[src/rtl/ctrl_pkg.sv]
// Shared types for the EX/WB control pipeline: ALU op codes, opcodes, WB selects and the
// decoded control bundle carried from decode into the EX stage register.
package ctrl_pkg;

  typedef enum logic [4:0] {
    AluAdd    = 5'd0,
    AluSub    = 5'd1,
    AluSll    = 5'd2,
    AluSlt    = 5'd3,
    AluSltu   = 5'd4,
    AluXor    = 5'd5,
    AluSrl    = 5'd6,
    AluSra    = 5'd7,
    AluOr     = 5'd8,
    AluAnd    = 5'd9,
    AluLui    = 5'd10,
    AluMul    = 5'd11,
    AluAuipc  = 5'd13,
    AluMulh   = 5'd14,
    AluMulhsu = 5'd15,
    AluMulhu  = 5'd16,
    AluDiv    = 5'd17,
    AluDivu   = 5'd18,
    AluRem    = 5'd19,
    AluRemu   = 5'd20
  } aluop_e;

  localparam logic [6:0] OpcR      = 7'b0110011;
  localparam logic [6:0] OpcI      = 7'b0010011;
  localparam logic [6:0] OpcLoad   = 7'b0000011;
  localparam logic [6:0] OpcStore  = 7'b0100011;
  localparam logic [6:0] OpcBranch = 7'b1100011;
  localparam logic [6:0] OpcLui    = 7'b0110111;
  localparam logic [6:0] OpcAuipc  = 7'b0010111;
  localparam logic [6:0] OpcJal    = 7'b1101111;
  localparam logic [6:0] OpcJalr   = 7'b1100111;

  localparam logic [1:0] WbAlu = 2'b00;
  localparam logic [1:0] WbMem = 2'b01;
  localparam logic [1:0] WbPc4 = 2'b10;

  // sel_a: operand A is the PC; sel_b: operand B is the immediate.
  typedef struct packed {
    aluop_e     aluop;
    logic       sel_a;
    logic       sel_b;
    logic       rd_en;
    logic       wd_en;
    logic       br_type;
    logic       jump_en;
    logic       rf_en;
    logic [1:0] wb_sel;
    logic       is_mul;
    logic       is_div;
  } ctrl_bundle_t;

  typedef enum logic [1:0] {StRun, StMdu, StHalt} state_e;

  // Base integer op selected by func3 (func7 = 0000000 encodings).
  function automatic aluop_e alu_base(logic [2:0] f3);
    aluop_e op;
    case (f3)
      3'b001:  op = AluSll;
      3'b010:  op = AluSlt;
      3'b011:  op = AluSltu;
      3'b100:  op = AluXor;
      3'b101:  op = AluSrl;
      3'b110:  op = AluOr;
      3'b111:  op = AluAnd;
      default: op = AluAdd;
    endcase
    return op;
  endfunction

endpackage

[src/rtl/ctrl_pipe_if.sv]
// Decode-side handshake and EX/WB control outputs of ctrl_pipe.
interface ctrl_pipe_if;
  logic       instr_valid;
  logic [6:0] opcode;
  logic [2:0] func3;
  logic [6:0] func7;
  logic       flush;
  logic       instr_ready;
  logic       ex_valid;
  logic [4:0] ex_aluop;
  logic       ex_sel_a;
  logic       ex_sel_b;
  logic       ex_rd_en;
  logic       ex_wd_en;
  logic       ex_br_type;
  logic       ex_jump_en;
  logic       ex_mdu_busy;
  logic       wb_valid;
  logic       wb_rf_en;
  logic [1:0] wb_sel;
  logic       illegal;

  modport master (
    output instr_valid, opcode, func3, func7, flush,
    input  instr_ready, ex_valid, ex_aluop, ex_sel_a, ex_sel_b, ex_rd_en, ex_wd_en,
           ex_br_type, ex_jump_en, ex_mdu_busy, wb_valid, wb_rf_en, wb_sel, illegal
  );

  modport slave (
    input  instr_valid, opcode, func3, func7, flush,
    output instr_ready, ex_valid, ex_aluop, ex_sel_a, ex_sel_b, ex_rd_en, ex_wd_en,
           ex_br_type, ex_jump_en, ex_mdu_busy, wb_valid, wb_rf_en, wb_sel, illegal
  );
endinterface

[src/rtl/ctrl_decode.sv]
// Combinational RV32I(+M) control decoder; any unrecognised encoding raises illegal_o and
// returns an all-zero bundle.
module ctrl_decode
  import ctrl_pkg::*;
#(
  parameter bit EN_M = 1'b1
) (
  input  logic [6:0]   opcode_i,
  input  logic [2:0]   func3_i,
  input  logic [6:0]   func7_i,
  output ctrl_bundle_t ctrl_o,
  output logic         illegal_o
);

  always_comb begin
    ctrl_o    = '0;
    illegal_o = 1'b0;
    case (opcode_i)
      OpcR: begin
        ctrl_o.rf_en = 1'b1;
        if (func7_i == 7'b0000000) begin
          ctrl_o.aluop = alu_base(func3_i);
        end else if (func7_i == 7'b0100000 && func3_i == 3'b000) begin
          ctrl_o.aluop = AluSub;
        end else if (func7_i == 7'b0100000 && func3_i == 3'b101) begin
          ctrl_o.aluop = AluSra;
        end else if (func7_i == 7'b0000001 && EN_M) begin
          ctrl_o.is_mul = ~func3_i[2];
          ctrl_o.is_div = func3_i[2];
          case (func3_i)
            3'b000:  ctrl_o.aluop = AluMul;
            3'b001:  ctrl_o.aluop = AluMulh;
            3'b010:  ctrl_o.aluop = AluMulhsu;
            3'b011:  ctrl_o.aluop = AluMulhu;
            3'b100:  ctrl_o.aluop = AluDiv;
            3'b101:  ctrl_o.aluop = AluDivu;
            3'b110:  ctrl_o.aluop = AluRem;
            default: ctrl_o.aluop = AluRemu;
          endcase
        end else begin
          illegal_o = 1'b1;
        end
      end
      OpcI: begin
        ctrl_o.rf_en = 1'b1;
        ctrl_o.sel_b = 1'b1;
        ctrl_o.aluop = alu_base(func3_i);
        // Shift-immediates reuse func7 as an opcode extension.
        if (func3_i == 3'b001 && func7_i != 7'b0000000) begin
          illegal_o = 1'b1;
        end else if (func3_i == 3'b101) begin
          if (func7_i == 7'b0100000) ctrl_o.aluop = AluSra;
          else if (func7_i != 7'b0000000) illegal_o = 1'b1;
        end
      end
      OpcLoad: begin
        ctrl_o.rd_en  = 1'b1;
        ctrl_o.rf_en  = 1'b1;
        ctrl_o.sel_b  = 1'b1;
        ctrl_o.wb_sel = WbMem;
        illegal_o     = (func3_i == 3'b011) || (func3_i[2:1] == 2'b11);
      end
      OpcStore: begin
        ctrl_o.wd_en = 1'b1;
        ctrl_o.sel_b = 1'b1;
        illegal_o    = (func3_i > 3'b010);
      end
      OpcBranch: begin
        ctrl_o.br_type = 1'b1;
        ctrl_o.sel_a   = 1'b1;
        ctrl_o.sel_b   = 1'b1;
        illegal_o      = (func3_i[2:1] == 2'b01);
      end
      OpcLui: begin
        ctrl_o.aluop = AluLui;
        ctrl_o.rf_en = 1'b1;
        ctrl_o.sel_b = 1'b1;
      end
      OpcAuipc: begin
        ctrl_o.aluop = AluAuipc;
        ctrl_o.rf_en = 1'b1;
        ctrl_o.sel_a = 1'b1;
        ctrl_o.sel_b = 1'b1;
      end
      OpcJal, OpcJalr: begin
        ctrl_o.rf_en   = 1'b1;
        ctrl_o.jump_en = 1'b1;
        ctrl_o.sel_a   = (opcode_i == OpcJal);
        ctrl_o.sel_b   = 1'b1;
        ctrl_o.wb_sel  = WbPc4;
        illegal_o      = (opcode_i == OpcJalr) && (func3_i != 3'b000);
      end
      default: illegal_o = 1'b1;
    endcase
    if (illegal_o) ctrl_o = '0;
  end

endmodule

[src/rtl/ctrl_pipe.sv]
// EX/WB control pipeline: accepts decoded instructions, holds multi-cycle M ops in EX for
// their full latency, retires into a one-cycle WB pulse, and halts on an illegal instruction.
module ctrl_pipe
  import ctrl_pkg::*;
#(
  parameter int unsigned MUL_LAT = 2,
  parameter int unsigned DIV_LAT = 8,
  parameter bit          EN_M    = 1'b1
) (
  input logic        clk,
  input logic        rst,
  ctrl_pipe_if.slave bus
);

  localparam logic [3:0] MulLast = 4'(MUL_LAT - 1);
  localparam logic [3:0] DivLast = 4'(DIV_LAT - 1);

  state_e       state_q, state_d;
  logic [3:0]   cnt_q, cnt_d;
  logic         ex_valid_q, ex_valid_d;
  ctrl_bundle_t ex_q, ex_d;
  logic         wb_valid_q, wb_valid_d;
  logic         wb_rf_en_q, wb_rf_en_d;
  logic [1:0]   wb_sel_q, wb_sel_d;
  logic         illegal_q, illegal_d;

  ctrl_bundle_t dec;
  logic         dec_illegal;
  logic         busy, accept;

  ctrl_decode #(.EN_M(EN_M)) u_decode (
    .opcode_i  (bus.opcode),
    .func3_i   (bus.func3),
    .func7_i   (bus.func7),
    .ctrl_o    (dec),
    .illegal_o (dec_illegal)
  );

  // In MDU the counter is always below L-1; the last EX cycle is spent back in RUN.
  assign busy            = ex_valid_q && (state_q == StMdu);
  assign bus.instr_ready = !rst && (state_q == StRun) && !bus.flush && !busy;
  assign accept          = bus.instr_valid && bus.instr_ready;

  always_comb begin
    state_d    = state_q;
    cnt_d      = cnt_q;
    ex_valid_d = ex_valid_q;
    ex_d       = ex_q;
    wb_valid_d = 1'b0;
    wb_rf_en_d = 1'b0;
    wb_sel_d   = WbAlu;
    illegal_d  = illegal_q;

    if (ex_valid_q && !busy && !bus.flush) begin
      wb_valid_d = 1'b1;
      wb_rf_en_d = ex_q.rf_en;
      wb_sel_d   = ex_q.wb_sel;
    end
    if ((ex_valid_q && !busy) || bus.flush) begin
      ex_valid_d = 1'b0;
      ex_d       = '0;
    end

    case (state_q)
      StRun: begin
        if (accept) begin
          if (dec_illegal) begin
            illegal_d = 1'b1;
            state_d   = StHalt;
          end else begin
            ex_valid_d = 1'b1;
            ex_d       = dec;
            cnt_d      = '0;
            if ((dec.is_mul && MUL_LAT > 32'd1) || (dec.is_div && DIV_LAT > 32'd1)) begin
              state_d = StMdu;
            end
          end
        end
      end
      StMdu: begin
        if (bus.flush) begin
          state_d = StRun;
          cnt_d   = '0;
        end else begin
          cnt_d = cnt_q + 4'd1;
          if (cnt_d == (ex_q.is_div ? DivLast : MulLast)) state_d = StRun;
        end
      end
      StHalt:  state_d = StHalt;
      default: state_d = StRun;
    endcase
  end

  always_ff @(posedge clk or posedge rst) begin
    if (rst) begin
      state_q    <= StRun;
      cnt_q      <= '0;
      ex_valid_q <= 1'b0;
      ex_q       <= '0;
      wb_valid_q <= 1'b0;
      wb_rf_en_q <= 1'b0;
      wb_sel_q   <= WbAlu;
      illegal_q  <= 1'b0;
    end else begin
      state_q    <= state_d;
      cnt_q      <= cnt_d;
      ex_valid_q <= ex_valid_d;
      ex_q       <= ex_d;
      wb_valid_q <= wb_valid_d;
      wb_rf_en_q <= wb_rf_en_d;
      wb_sel_q   <= wb_sel_d;
      illegal_q  <= illegal_d;
    end
  end

  assign bus.ex_valid    = ex_valid_q;
  assign bus.ex_aluop    = ex_q.aluop;
  assign bus.ex_sel_a    = ex_q.sel_a;
  assign bus.ex_sel_b    = ex_q.sel_b;
  assign bus.ex_rd_en    = ex_q.rd_en;
  assign bus.ex_wd_en    = ex_q.wd_en;
  assign bus.ex_br_type  = ex_q.br_type;
  assign bus.ex_jump_en  = ex_q.jump_en;
  assign bus.ex_mdu_busy = busy;
  assign bus.wb_valid    = wb_valid_q;
  assign bus.wb_rf_en    = wb_rf_en_q;
  assign bus.wb_sel      = wb_sel_q;
  assign bus.illegal     = illegal_q;

endmodule

[src/flat_wrapper.sv]
// flat-port wrapper written by rule: the top's interface ports become plain ports
module ctrl_pipe_flat import ctrl_pkg::*;
#(
  parameter int unsigned MUL_LAT = 2,
  parameter int unsigned DIV_LAT = 8,
  parameter bit          EN_M    = 1'b1
)
  (clk, rst, bus_instr_valid, bus_opcode, bus_func3, bus_func7, bus_flush, bus_instr_ready, bus_ex_valid, bus_ex_aluop, bus_ex_sel_a, bus_ex_sel_b, bus_ex_rd_en, bus_ex_wd_en, bus_ex_br_type, bus_ex_jump_en, bus_ex_mdu_busy, bus_wb_valid, bus_wb_rf_en, bus_wb_sel, bus_illegal);
  ctrl_pipe_if bus_i ();
  input logic clk;
  input logic rst;
  input wire logic [$bits(bus_i.instr_valid)-1:0] bus_instr_valid;
  input wire logic [$bits(bus_i.opcode)-1:0] bus_opcode;
  input wire logic [$bits(bus_i.func3)-1:0] bus_func3;
  input wire logic [$bits(bus_i.func7)-1:0] bus_func7;
  input wire logic [$bits(bus_i.flush)-1:0] bus_flush;
  output wire logic [$bits(bus_i.instr_ready)-1:0] bus_instr_ready;
  output wire logic [$bits(bus_i.ex_valid)-1:0] bus_ex_valid;
  output wire logic [$bits(bus_i.ex_aluop)-1:0] bus_ex_aluop;
  output wire logic [$bits(bus_i.ex_sel_a)-1:0] bus_ex_sel_a;
  output wire logic [$bits(bus_i.ex_sel_b)-1:0] bus_ex_sel_b;
  output wire logic [$bits(bus_i.ex_rd_en)-1:0] bus_ex_rd_en;
  output wire logic [$bits(bus_i.ex_wd_en)-1:0] bus_ex_wd_en;
  output wire logic [$bits(bus_i.ex_br_type)-1:0] bus_ex_br_type;
  output wire logic [$bits(bus_i.ex_jump_en)-1:0] bus_ex_jump_en;
  output wire logic [$bits(bus_i.ex_mdu_busy)-1:0] bus_ex_mdu_busy;
  output wire logic [$bits(bus_i.wb_valid)-1:0] bus_wb_valid;
  output wire logic [$bits(bus_i.wb_rf_en)-1:0] bus_wb_rf_en;
  output wire logic [$bits(bus_i.wb_sel)-1:0] bus_wb_sel;
  output wire logic [$bits(bus_i.illegal)-1:0] bus_illegal;
  assign bus_i.instr_valid = bus_instr_valid;
  assign bus_i.opcode = bus_opcode;
  assign bus_i.func3 = bus_func3;
  assign bus_i.func7 = bus_func7;
  assign bus_i.flush = bus_flush;
  assign bus_instr_ready = bus_i.instr_ready;
  assign bus_ex_valid = bus_i.ex_valid;
  assign bus_ex_aluop = bus_i.ex_aluop;
  assign bus_ex_sel_a = bus_i.ex_sel_a;
  assign bus_ex_sel_b = bus_i.ex_sel_b;
  assign bus_ex_rd_en = bus_i.ex_rd_en;
  assign bus_ex_wd_en = bus_i.ex_wd_en;
  assign bus_ex_br_type = bus_i.ex_br_type;
  assign bus_ex_jump_en = bus_i.ex_jump_en;
  assign bus_ex_mdu_busy = bus_i.ex_mdu_busy;
  assign bus_wb_valid = bus_i.wb_valid;
  assign bus_wb_rf_en = bus_i.wb_rf_en;
  assign bus_wb_sel = bus_i.wb_sel;
  assign bus_illegal = bus_i.illegal;
  ctrl_pipe #(.MUL_LAT(MUL_LAT), .DIV_LAT(DIV_LAT), .EN_M(EN_M)) u_core (.clk(clk), .rst(rst), .bus(bus_i));
endmodule
[config.mk]
export PLATFORM = sky130hd
export DESIGN_NAME = ctrl_pipe_flat
export DESIGN_NICKNAME = d
export VERILOG_FILES = /design/src/rtl/ctrl_pkg.sv /design/src/rtl/ctrl_pipe_if.sv /design/src/rtl/ctrl_decode.sv /design/src/rtl/ctrl_pipe.sv /design/src/flat_wrapper.sv
export SDC_FILE = /design/constraint.sdc
export NUM_CORES = 1
export LEC_CHECK = 0
export ABC_CLOCK_PERIOD_IN_PS = 2400
export BUFFER_PORTS_ARGS = -buffer_cell sky130_fd_sc_hd__buf_2
export CORE_ASPECT_RATIO = 1.1
export CORE_UTILIZATION = 25
export CTS_CLUSTER_SIZE = 24
export DETAILED_ROUTE_END_ITERATION = 8
export PLACE_DENSITY_LB_ADDON = 0.12
export SETUP_SLACK_MARGIN = 0.1
export SYNTH_ARGS = -nofsm -noshare
export SYNTH_HDL_FRONTEND = slang
export SYNTH_SLANG_ARGS = --single-unit
export TNS_END_PERCENT = 5
[constraint.sdc]
create_clock -name clk -period 2.4 [get_ports clk]
set_clock_uncertainty 0.15 [all_clocks]
set_input_delay 0 -clock clk [delete_from_list [all_inputs] [get_ports clk]]
set_output_delay 0 -clock clk [all_outputs]
set_load 0.1 [all_outputs]
# Word-level counts from Yosys, hierarchy flattened
# Index checks and enable logic that the tools add are counted.
# word_totals
regBits	28
input_bits	21
out_inout_bits	19
elab_cells	134
# op_classes
add_sub_neg	1
magnitude_cmp	1
n_eq_ne	27
mux	55
bitwise_logic	1
reduce_logical	31
# ops
cell	count
two-way mux 16 bit	5
two-way mux 5 bit	7
one-hot mux 5 bit (7 select lines)	1
== test 7 x 6 -> 1 bit (second input constant)	4
one-hot mux 4 bit (7 select lines)	1
two-way mux 2 bit	11
== test 7 bit (second input constant)	3
two-way mux 1 bit	20
one-hot mux 5 bit (4 select lines)	1
== test 7 x 5 -> 1 bit (second input constant)	2
== test 3 bit (second input constant)	4
two-way mux 4 bit	3
logical AND 1 bit	11
AND reduction 3 bit	3
one-hot mux 4 bit (2 select lines)	1
OR reduction 8 bit	1
== test 7 x 1 -> 1 bit (second input constant)	1
== test 7 x 2 -> 1 bit (second input constant)	1
logical NOT 7 bit	1
one-hot mux 1 bit (7 select lines)	1
nonzero test 7 bit	1
OR reduction 7 bit	1
== test 3 x 2 -> 1 bit (second input constant)	2
one-hot mux 2 bit (3 select lines)	1
other kinds (21)	29

# Logic depth before layout (Yosys ltp)
# Gate-level depths: netlist (run 1).
# logic_depth
word_depth	13
mapped_depth	8

# Modules after synthesis
# A second synthesis (run 1) with hierarchy kept.
# hier_totals
hier_cells	246
hier_area_um2	2089.5
# modules_own_cells
module	n_inst	cells_each	area_each_um2	seq_area_each_um2
ctrl_pipe	1	122	1343.8	675.6
ctrl_decode	1	124	745.7	0.0

# Worst setup path before layout (run 1)
# OpenSTA, ideal clock, no wires.
# synth_path
path_type	reg-to-output
from	register u_core.state_q[1]
to	output port bus_instr_ready
t_arrival_ps	3404
path_slack_ps	-1154
path_stages_with_launch	3
n_path_buf	1
cell_sequence	dfrtp_1 buf_2 nor4_1
# synth_via
elab_chain_cells	4
word_cells_on_any_way	7
# synth_rtl
item	line	text
from (decl)	ctrl_pipe.sv:18	state_e state_q, state_d;
from (signal assigned)	ctrl_pipe.sv:96	state_q <= StRun;
from (signal assigned)	ctrl_pipe.sv:105	state_q <= state_d;
== test 2 x 1 -> 1 bit or logical NOT 2 bit (tied branches)	ctrl_pipe.sv:40, ctrl_pipe.sv:41	
logical AND 1 bit (on tied branches)	ctrl_pipe.sv:40, ctrl_pipe.sv:41	
logical NOT 1 bit or logical AND 1 bit (tied branches)	ctrl_pipe.sv:41	assign bus.instr_ready = !rst && (state_q == StRun) && !bus.flush && !busy;
logical AND 1 bit *	ctrl_pipe.sv:41	
to (decl)	flat_wrapper.sv:17	output wire logic [$bits(bus_i.instr_ready)-1:0] bus_instr_ready;
# Mark *: on every way between the ends. The rest lies on a longest branch, timed or not.

# Worst setup path after layout (run 1)
# layout_path
from	input port bus_opcode[4]
to	register u_core.cnt_q[1]
# layout_via
elab_chain_cells	5
word_cells_on_any_way	15
# layout_rtl
item	line	text
from (decl)	flat_wrapper.sv:13	input wire logic [$bits(bus_i.opcode)-1:0] bus_opcode;
== test 7 bit, or another cell as far along	ctrl_decode.sv:18	case (opcode_i)
OR reduction 2 bit, or another cell as far along	ctrl_decode.sv:18	
one-hot mux 1 bit (7 select lines) *	ctrl_decode.sv:18	
inequality test 2 bit (no line) *	--	
AND reduction 3 bit (no line) *	--	
to (signal assigned)	ctrl_pipe.sv:106	cnt_q <= cnt_d;
to (decl)	ctrl_pipe.sv:19	logic [3:0] cnt_q, cnt_d;
# Marked as above.
# A chain may end at the register's enable or synchronous reset.

==> results of run 1 <==
-- flip-flops by register name, summed over array words and instances, names as in the netlist --
register	flops
u_core.bus.ex_rd_en	1
u_core.bus.ex_aluop	5
u_core.bus.ex_br_type	1
u_core.bus.wb_sel	2
u_core.bus.ex_jump_en	1
u_core.ex_q	4
u_core.state_q	2
u_core.bus.wb_valid	1
u_core.bus.illegal	1
u_core.cnt_q	4
u_core.bus.ex_valid	1
u_core.bus.ex_sel_b	1
u_core.bus.ex_sel_a	1
u_core.bus.ex_wd_en	1
u_core.bus.wb_rf_en	1
-- how the worst min path moves through the flow --
stage | end | cells past startpoint | slack (ns) | start
floorplan | u_core.bus.ex_aluop[0] | 1 | -0.1 | rst
CTS | u_core.bus.ex_sel_a | 4 | 0.003 | bus_opcode[0]
global route | u_core.bus.ex_sel_a | 4 | 0.03 | bus_opcode[0]
detailed placement | u_core.cnt_q[3] | 3 | -0.04 | rst
finish | u_core.bus.ex_sel_a | 4 | 0.005 | bus_opcode[0]
global placement | u_core.cnt_q[3] | 3 | -0.03 | rst
-- logic make-up (layout without fill, tap and decap cells) --
family	count (synthesis)	count (layout)	share of synthesized area, %
AND/OR/NAND/NOR	87	87	26.24
flip-flops	27	27	37.29
multiplexers	2	2	1.105
AO/OA/AOI/OAI	62	62	24.31
buffers and inverters	32	78	8.426
adder cells (fa/ha/maj)	1	1	0.6905
XOR/XNOR	4	4	1.934
-- worst max-delay path: stages --
cell and delay (ns):
dlygate4sd3_1 0.53, buf_2 0.12, or4b_2 0.70, o32a_1 0.37
nand4_4 0.14, a21oi_1 0.09, buf_4 0.15, o21ai_0 0.14
-- cells in the mapped netlist, types with 2 or more instances --
library cell,n
o22ai_1,3
a21oi_1,11
a21o_1,6
mux2i_1,2
xor2_1,2
nor2b_1,5
nand2b_1,8
a22oi_1,2
o21ai_0,13
clkbuf_1,7
nand2_1,15
nand3b_1,3
o21a_1,2
xnor2_1,2
nor4_1,3
nor2_1,15
buf_1,2
nor3_1,8
dfrtp_1,27
and2_1,5
inv_1,12
o41ai_1,2
buf_2,5
buf_4,5
nand3_1,14
o311ai_0,2
o32ai_1,2
a211oi_1,2
a31o_2,2
o31ai_1,5
and3_1,3
-- layout by cell type, fill, tap and decap left out, drive strengths merged, types with 2 or more instances in the layout --
cell	instances
a22oi	2
nor2	15
buf	54
and3	3
nand4	2
clkbuf	3
a21o	6
a31o	2
nand2	15
nor2b	5
nand2b	8
dlygate4sd3	8
dfrtp	27
o41ai	3
a21oi	11
mux2i	2
a211oi	2
o32ai	2
o31ai	5
nor4	3
and2	5
o22ai	3
o21ai	13
xor2	2
o21a	2
nor3	8
nand3	14
xnor2	2
o311ai	2
inv	12
nand3b	3
-- power by group through the flow --
stage	Combinational (mW)	Clock (mW)	Sequential, mW
after detailed placement	0.170	0	0.471
after CTS	0.180	0.269	0.461
final	0.179	0.257	0.461
after global routing	0.197	0.284	0.462
after global placement	0.173	0	0.470
after floorplan	0.0873	0	0.498
-- timing repair --
action,4_1_cts,5_1_grt
setup endpoints to repair,0,15
setup buffers,0,1
hold buffers,8,0
endpoints found under the hold margin,36,0
resized for setup,0,1
-- routing by layer --
metal  up-vias  wire (µm)
met5         -          0
met4         0         28
met3         2        145
met2        44       2237
met1       822       2524
li1        862          -
-- metrics by stage --
stage	hold slack (ns)	area (µm²)
final	0.005262	2257
after global routing	0.02578	2257
after CTS	0.003380	2246
after detailed placement	-0.03559	2120
after global placement	-0.03132	2120
after floorplan	-0.09728	1821
-- area by class of cell --
type / count / area (µm²) / area share, %
clock buffer: 3 / 41.29 / 1.829
multi-input combinational: 156 / 992.2 / 43.96
tap: 85 / 106.4 / 4.712
clock inverter: 1 / 5.005 / 0.2217
inverter: 12 / 45.04 / 1.996
timing repair buffer: 62 / 391.6 / 17.35
sequential: 27 / 675.6 / 29.93
==> impl_metrics.yaml, run 1 <==
outcome:
  outcome: "complete, no violations"
worst_setup_path:
  setup.worst_path.end: "u_core.cnt_q[1]"
  startpoint: "bus_opcode[4]"
  required_ns: 2.44
  rr_endpoint: "u_core.bus.ex_rd_en"
  rrSetupSlack_ns: 0.55
  start_kind: "primary input"
  path_max_fanout: 9
  arrival_ns: 2.25
  rr_startpoint: "u_core.state_q[0]"
  rr_worst_depth: 4
  crit_type: "in -> reg"
  end_kind: "flip-flop"
global_route:
  use_met3_pct: 0.9091
  use_met1_pct: 19.80
  top_usage_layer: "met2"
  grt-ovfl-total: 0
  grt_max_degree: 28
  use_met2_pct: 20.77
  antenna_found_initial: 0
  grt_pass1_wl_mm: 8.321
  grtUsageTotal_pct: 13.31
  grt_pass1_vias: 1664
synthesis:
  synth_edf_count: 0
  synth_area_leaders: "dfrtp_1, nand3_1, o21ai_0, nand2_1, nor2_1"
  syn-cell-area_um2: 1812
  yosysUniqueCellTypes: 51
  synth-seq-cells: 27
  ys_seq_area_share_pct: 37.29
  avgSynthCellArea_um2: 8.427
  synth_nets: 237
  ys_async_sr_fraction_pct: 100.0
  yosysWarnings: 0
  yosys.area.top_type: "dfrtp_1"
  synth_flop_cell: "dfrtp_1"
  synth_top_cell_area_share_pct: 37.29
  syn_inst: 215
routing:
  routed_wl_mm: 4.936
  drt_drc_violations_left: 0
  wl_per_cell_um: 14.27
  drt_iter0_drc: 69
  viasPerCell: 5.000
  dr_total_vias: 1730
  dr.pass1.iters: 4
  drtAntennaViolNets: 0
clock_network:
  clk_latency_ns: 0.27
  numCtsBuffers: 3
  cts_tree: "built"
  clk_path_buf_depth: 2
  cts_root_buf: "clkbuf_8"
  clk_pin_slew_ns: 0.09
  clkSinkCount: 27
  h-tree-depth: 1
placement:
  dpl_worst_slack_ns: 0.1048
  dpl.hpwl_mm: 3.620
  gp_congestion: 0.7494
  dp.cells: 333
  numPortBuffers: 39
sta:
  max_freq_mhz: 453.9
  slew_headroom_pct: 61.14
  fin_setup_tns_ns: 0
  period_share_pct: 91.79
  worstMarginPinSlew_ns: 0.5785
  rsz0062_at_grt: "false"
  post-route-min-period_ns: 2.203
  worst_slack_ns: 0.1970
  setup_viol: 0
  finalHoldViolations: 0
  slew_violations: 0
power:
  comb_power_share_pct: 20.0
  p_sw_mw: 0.2603
  p_per_area_nw_per_um2: 397.6
  p_clk_share_pct: 28.6
  p_int_mw: 0.6371
  p_total_mw: 0.8974
  p_sw_share_pct: 29.00
  p_leak_nw: 1.037
  ir_drop_mv: 0.1749
  power_frac_seq_pct: 51.4
floorplan:
  core_um2: 7007
  start_util_pct: 25.86
  die_h_um: 91.29
  rows: 32
  die_area_um2: 7592
  die_w_um: 83.17
  io_pins: 40
finish:
  final_nets: 284
  fillers: 758
  area_delta_synth_final_pct: 24.59
  fin_util_pct: 32.21
  diodes: 0
  stdcell_count: 346
  drive_above_1_share_pct: 26.44
hold_path:
  hold_class: "in -> reg"
run:
  drv_cap: 0
Power figures use the tool's default switching activity.
==> run 2, diff against run 1 <==
--- a/config.mk
+++ b/config.mk
@@ -5,14 +5,17 @@
 export SDC_FILE = /design/constraint.sdc
 export NUM_CORES = 1
 export LEC_CHECK = 0
+export ABC_AREA = 1
 export ABC_CLOCK_PERIOD_IN_PS = 2400
 export BUFFER_PORTS_ARGS = -buffer_cell sky130_fd_sc_hd__buf_2
 export CORE_ASPECT_RATIO = 1.1
 export CORE_UTILIZATION = 25
 export CTS_CLUSTER_SIZE = 24
 export DETAILED_ROUTE_END_ITERATION = 8
+export MAX_ROUTING_LAYER = met4
 export PLACE_DENSITY_LB_ADDON = 0.12
 export SETUP_SLACK_MARGIN = 0.1
+export SLEW_MARGIN = 20
 export SYNTH_ARGS = -nofsm -noshare
 export SYNTH_HDL_FRONTEND = slang
 export SYNTH_SLANG_ARGS = --single-unit
==> run 2 against run 1 <==
  * Clock-buffer cell count is the same
  * Global-route usage is essentially flat
  * Core utilization shrank 0.33 points
  * Synthesized cell count grew 19%
  * Critical path depth grew 4
  * Power grew 2.7%
  * Combinational power grew 4%
  * Worst hold slack gained 0.023 ns
  * Largest cell class unchanged
  * Highest routed layer unchanged
==> impl_metrics.yaml, run 2 <==
routing:
  viasPerCell: 4.470
  dr.pass1.iters: 4
  dr_total_vias: 1703
  drtAntennaViolNets: 0
  drt_iter0_drc: 95
  drt_drc_violations_left: 0
  wl_per_cell_um: 11.39
  routed_wl_mm: 4.341
worst_setup_path:
  crit_slowest_cell: "dlygate4sd3_1"
  rrSetupSlack_ns: 0.46
  cpLargestDelayFamily: "simple AND/OR/NAND/NOR gates"
  crit_type: "in -> reg"
  rr_startpoint: "u_core.state_q[1]"
  start_kind: "primary input"
  required_ns: 2.47
  path_max_fanout: 23
  end_kind: "flip-flop"
  path_buf_inv: 3
  max_stage_delay_ns: 0.52
  rr_worst_depth: 9
  arrival_ns: 2.12
  rr_endpoint: "u_core.bus.ex_aluop[3]"
  critPathMostFrequentCell: "nand2_1"
  path_cells: "dlygate4sd3_1 -> buf_2 -> inv_2 -> nand2_1 -> nand3b_1 -> nand2_1 -> nor2_2 -> nor2_4 -> nand3_4 -> nor2_1 -> o21ai_1 -> nand2_1"
clock_network:
  clk_pin_slew_ns: 0.10
  clk_latency_ns: 0.26
  cts_resized: 0
  cts_tree: "built"
  h-tree-depth: 1
  numCtsBuffers: 3
  post_cts_buffers: 0
  clk_path_buf_depth: 2
  cts_root_buf: "clkbuf_8"
  clkSinkCount: 27
sta:
  hold_slack_ns: 0.02788
  period_share_pct: 85.28
  worst_slack_ns: 0.3533
  post-route-min-period_ns: 2.047
  max_freq_mhz: 488.6
  setup_viol: 0
  slew_headroom_pct: 67.44
  rsz0062_at_grt: "false"
  finalHoldViolations: 0
  slew_violations: 0
  worstMarginPinSlew_ns: 0.4918
power:
  p_per_area_nw_per_um2: 431.0
  p_int_mw: 0.6343
  ir_drop_mv: 0.1473
  p_clk_share_pct: 28.2
  p_sw_share_pct: 31.21
  p_sw_mw: 0.2877
  power_frac_seq_pct: 51.6
  p_leak_nw: 1.165
  comb_power_share_pct: 20.2
  p_total_mw: 0.9220
synthesis:
  synth_nets: 278
  yosys.area.top_type: "dfrtp_1"
  yosysWarnings: 0
  ys_seq_area_share_pct: 38.14
  syn_inst: 256
  syn-cell-area_um2: 1772
  ys_top_cells_by_count: "nand2_1, nand3_1, inv_1"
  synth_most_common_cell: "nand2_1"
  synth_edf_count: 0
  synth-seq-cells: 27
  synth_top_cell_area_share_pct: 38.14
  synth_flop_cell: "dfrtp_1"
  synth_area_leaders: "dfrtp_1, nand2_1, nand3_1, inv_1, nor2_1"
  ys_async_sr_fraction_pct: 100.0
  yosysUniqueCellTypes: 30
  avgSynthCellArea_um2: 6.921
run:
  drv_cap: 0
finish:
  final_nets: 322
  final_cell_mix: "nand2_1, buf_2, nand3_1, inv_1, nor2_1"
  stdcell_count: 381
  drive_above_1_share_pct: 21.40
  final_common_cell: "nand2_1"
  largest_reg_flops: 5
  diodes: 0
  area_delta_synth_final_pct: 20.76
floorplan:
  die_area_um2: 7428
  die_w_um: 82.27
  rows: 31
  core_um2: 6710
  io_pins: 40
  die_h_um: 90.29
  start_util_pct: 26.40
placement:
  gp_congestion: 0.8821
  dp.cells: 372
  dpl.hpwl_mm: 3.469
  dpl_worst_slack_ns: 0.4180
  numPortBuffers: 39
global_route:
  antenna_found_initial: 0
  grt_pass1_vias: 1579
  grt_pass1_wl_mm: 7.465
  grt-ovfl-total: 0
  grt_max_degree: 25
  grtUsageTotal_pct: 13.33
outcome:
  outcome: "complete, no violations"
hold_path:
  hold_class: "in -> async"
[run 2: changes by cell type in the layout (fill, tap and decap cells not counted), sizes merged, moves of 4 or more]
cell    delta
nand3     +23
nor2b      -5
o31ai      -5
inv       +25
a21oi      -6
buf       -12
nand2     +56
and2       -5
nand2b     -8
nor3       -4
nor2      +25
a21o       -5
[run 2: through the flow]
| stage | instance area, µm² | TNS, ns | utilization [%] |
|---|---|---|---|
| detailed placement | 2043 | 0 | 30.45 |
| global placement | 2043 | 0 | 30.45 |
| global route | 2140 | 0 | 31.89 |
| floorplan | 1783 | -0.1141 | - |
| finish | 2140 | 0 | 31.89 |
| CTS | 2140 | 0 | 31.89 |
[run 2: worst min-delay path: stages]
cell	delay (ns)
dlygate4sd3_1	0.53
buf_2	0.15
inv_1	0.12
[run 2: area by class of cell]
cell class,instances,area (µm²)
sequential,27,675.6
fill,746,4571
multi-input combinational,184,908.4
timing repair buffer,47,267.8
inverter,37,138.9
clock buffer,3,41.29
clock inverter,1,5.005
tap,82,102.6
[run 2: timing repair]
item / in CTS / in global routing
setup endpoints to repair: 0 / 0
hold endpoints to repair: 33 / 0
hold buffers: 5 / 0
[run 2: power by group through the flow]
stage	logic, mW	clock network, mW	registers (mW)
floorplan	0.111	0	0.501
global route	0.210	0.288	0.477
detailed placement	0.182	0	0.485
finish	0.186	0.260	0.476
global placement	0.184	0	0.485
CTS	0.189	0.271	0.476
[run 2: routing by layer]
metal | track usage [%] | vias to the layer above | wire length, µm
met2 | 20.11 | 42 | 1960
met5 | - | - | 0
met4 | 4.825 | 0 | 61
met3 | 1.212 | 4 | 150
met1 | 18.30 | 760 | 2168
li1 | - | 897 | -
[run 2: cell families after synthesis]
group | share of synthesized area, %
AND/OR/NAND/NOR | 40.89
buffers and inverters | 11.23
flip-flops | 38.14
AO/OA/AOI/OAI | 8.051
XOR/XNOR | 0.9889
adder cells (fa/ha/maj) | 0.7061
[run 2: how the worst max path moves through the flow]
stage,depth (start not counted),slack [ns],to,startpoint
2_1_floorplan,2,-0.11,bus_ex_mdu_busy,u_core.bus.ex_valid
3_3_place_gp,12,0.43,u_core.bus.ex_aluop[3],bus_func7[5]
3_5_place_dp,12,0.42,u_core.bus.ex_aluop[3],bus_func7[5]
4_1_cts,13,0.31,u_core.bus.ex_aluop[3],bus_func3[2]
5_1_grt,13,0.12,u_core.bus.ex_aluop[3],bus_func3[2]
6_report,12,0.35,u_core.bus.ex_aluop[3],bus_func3[2]
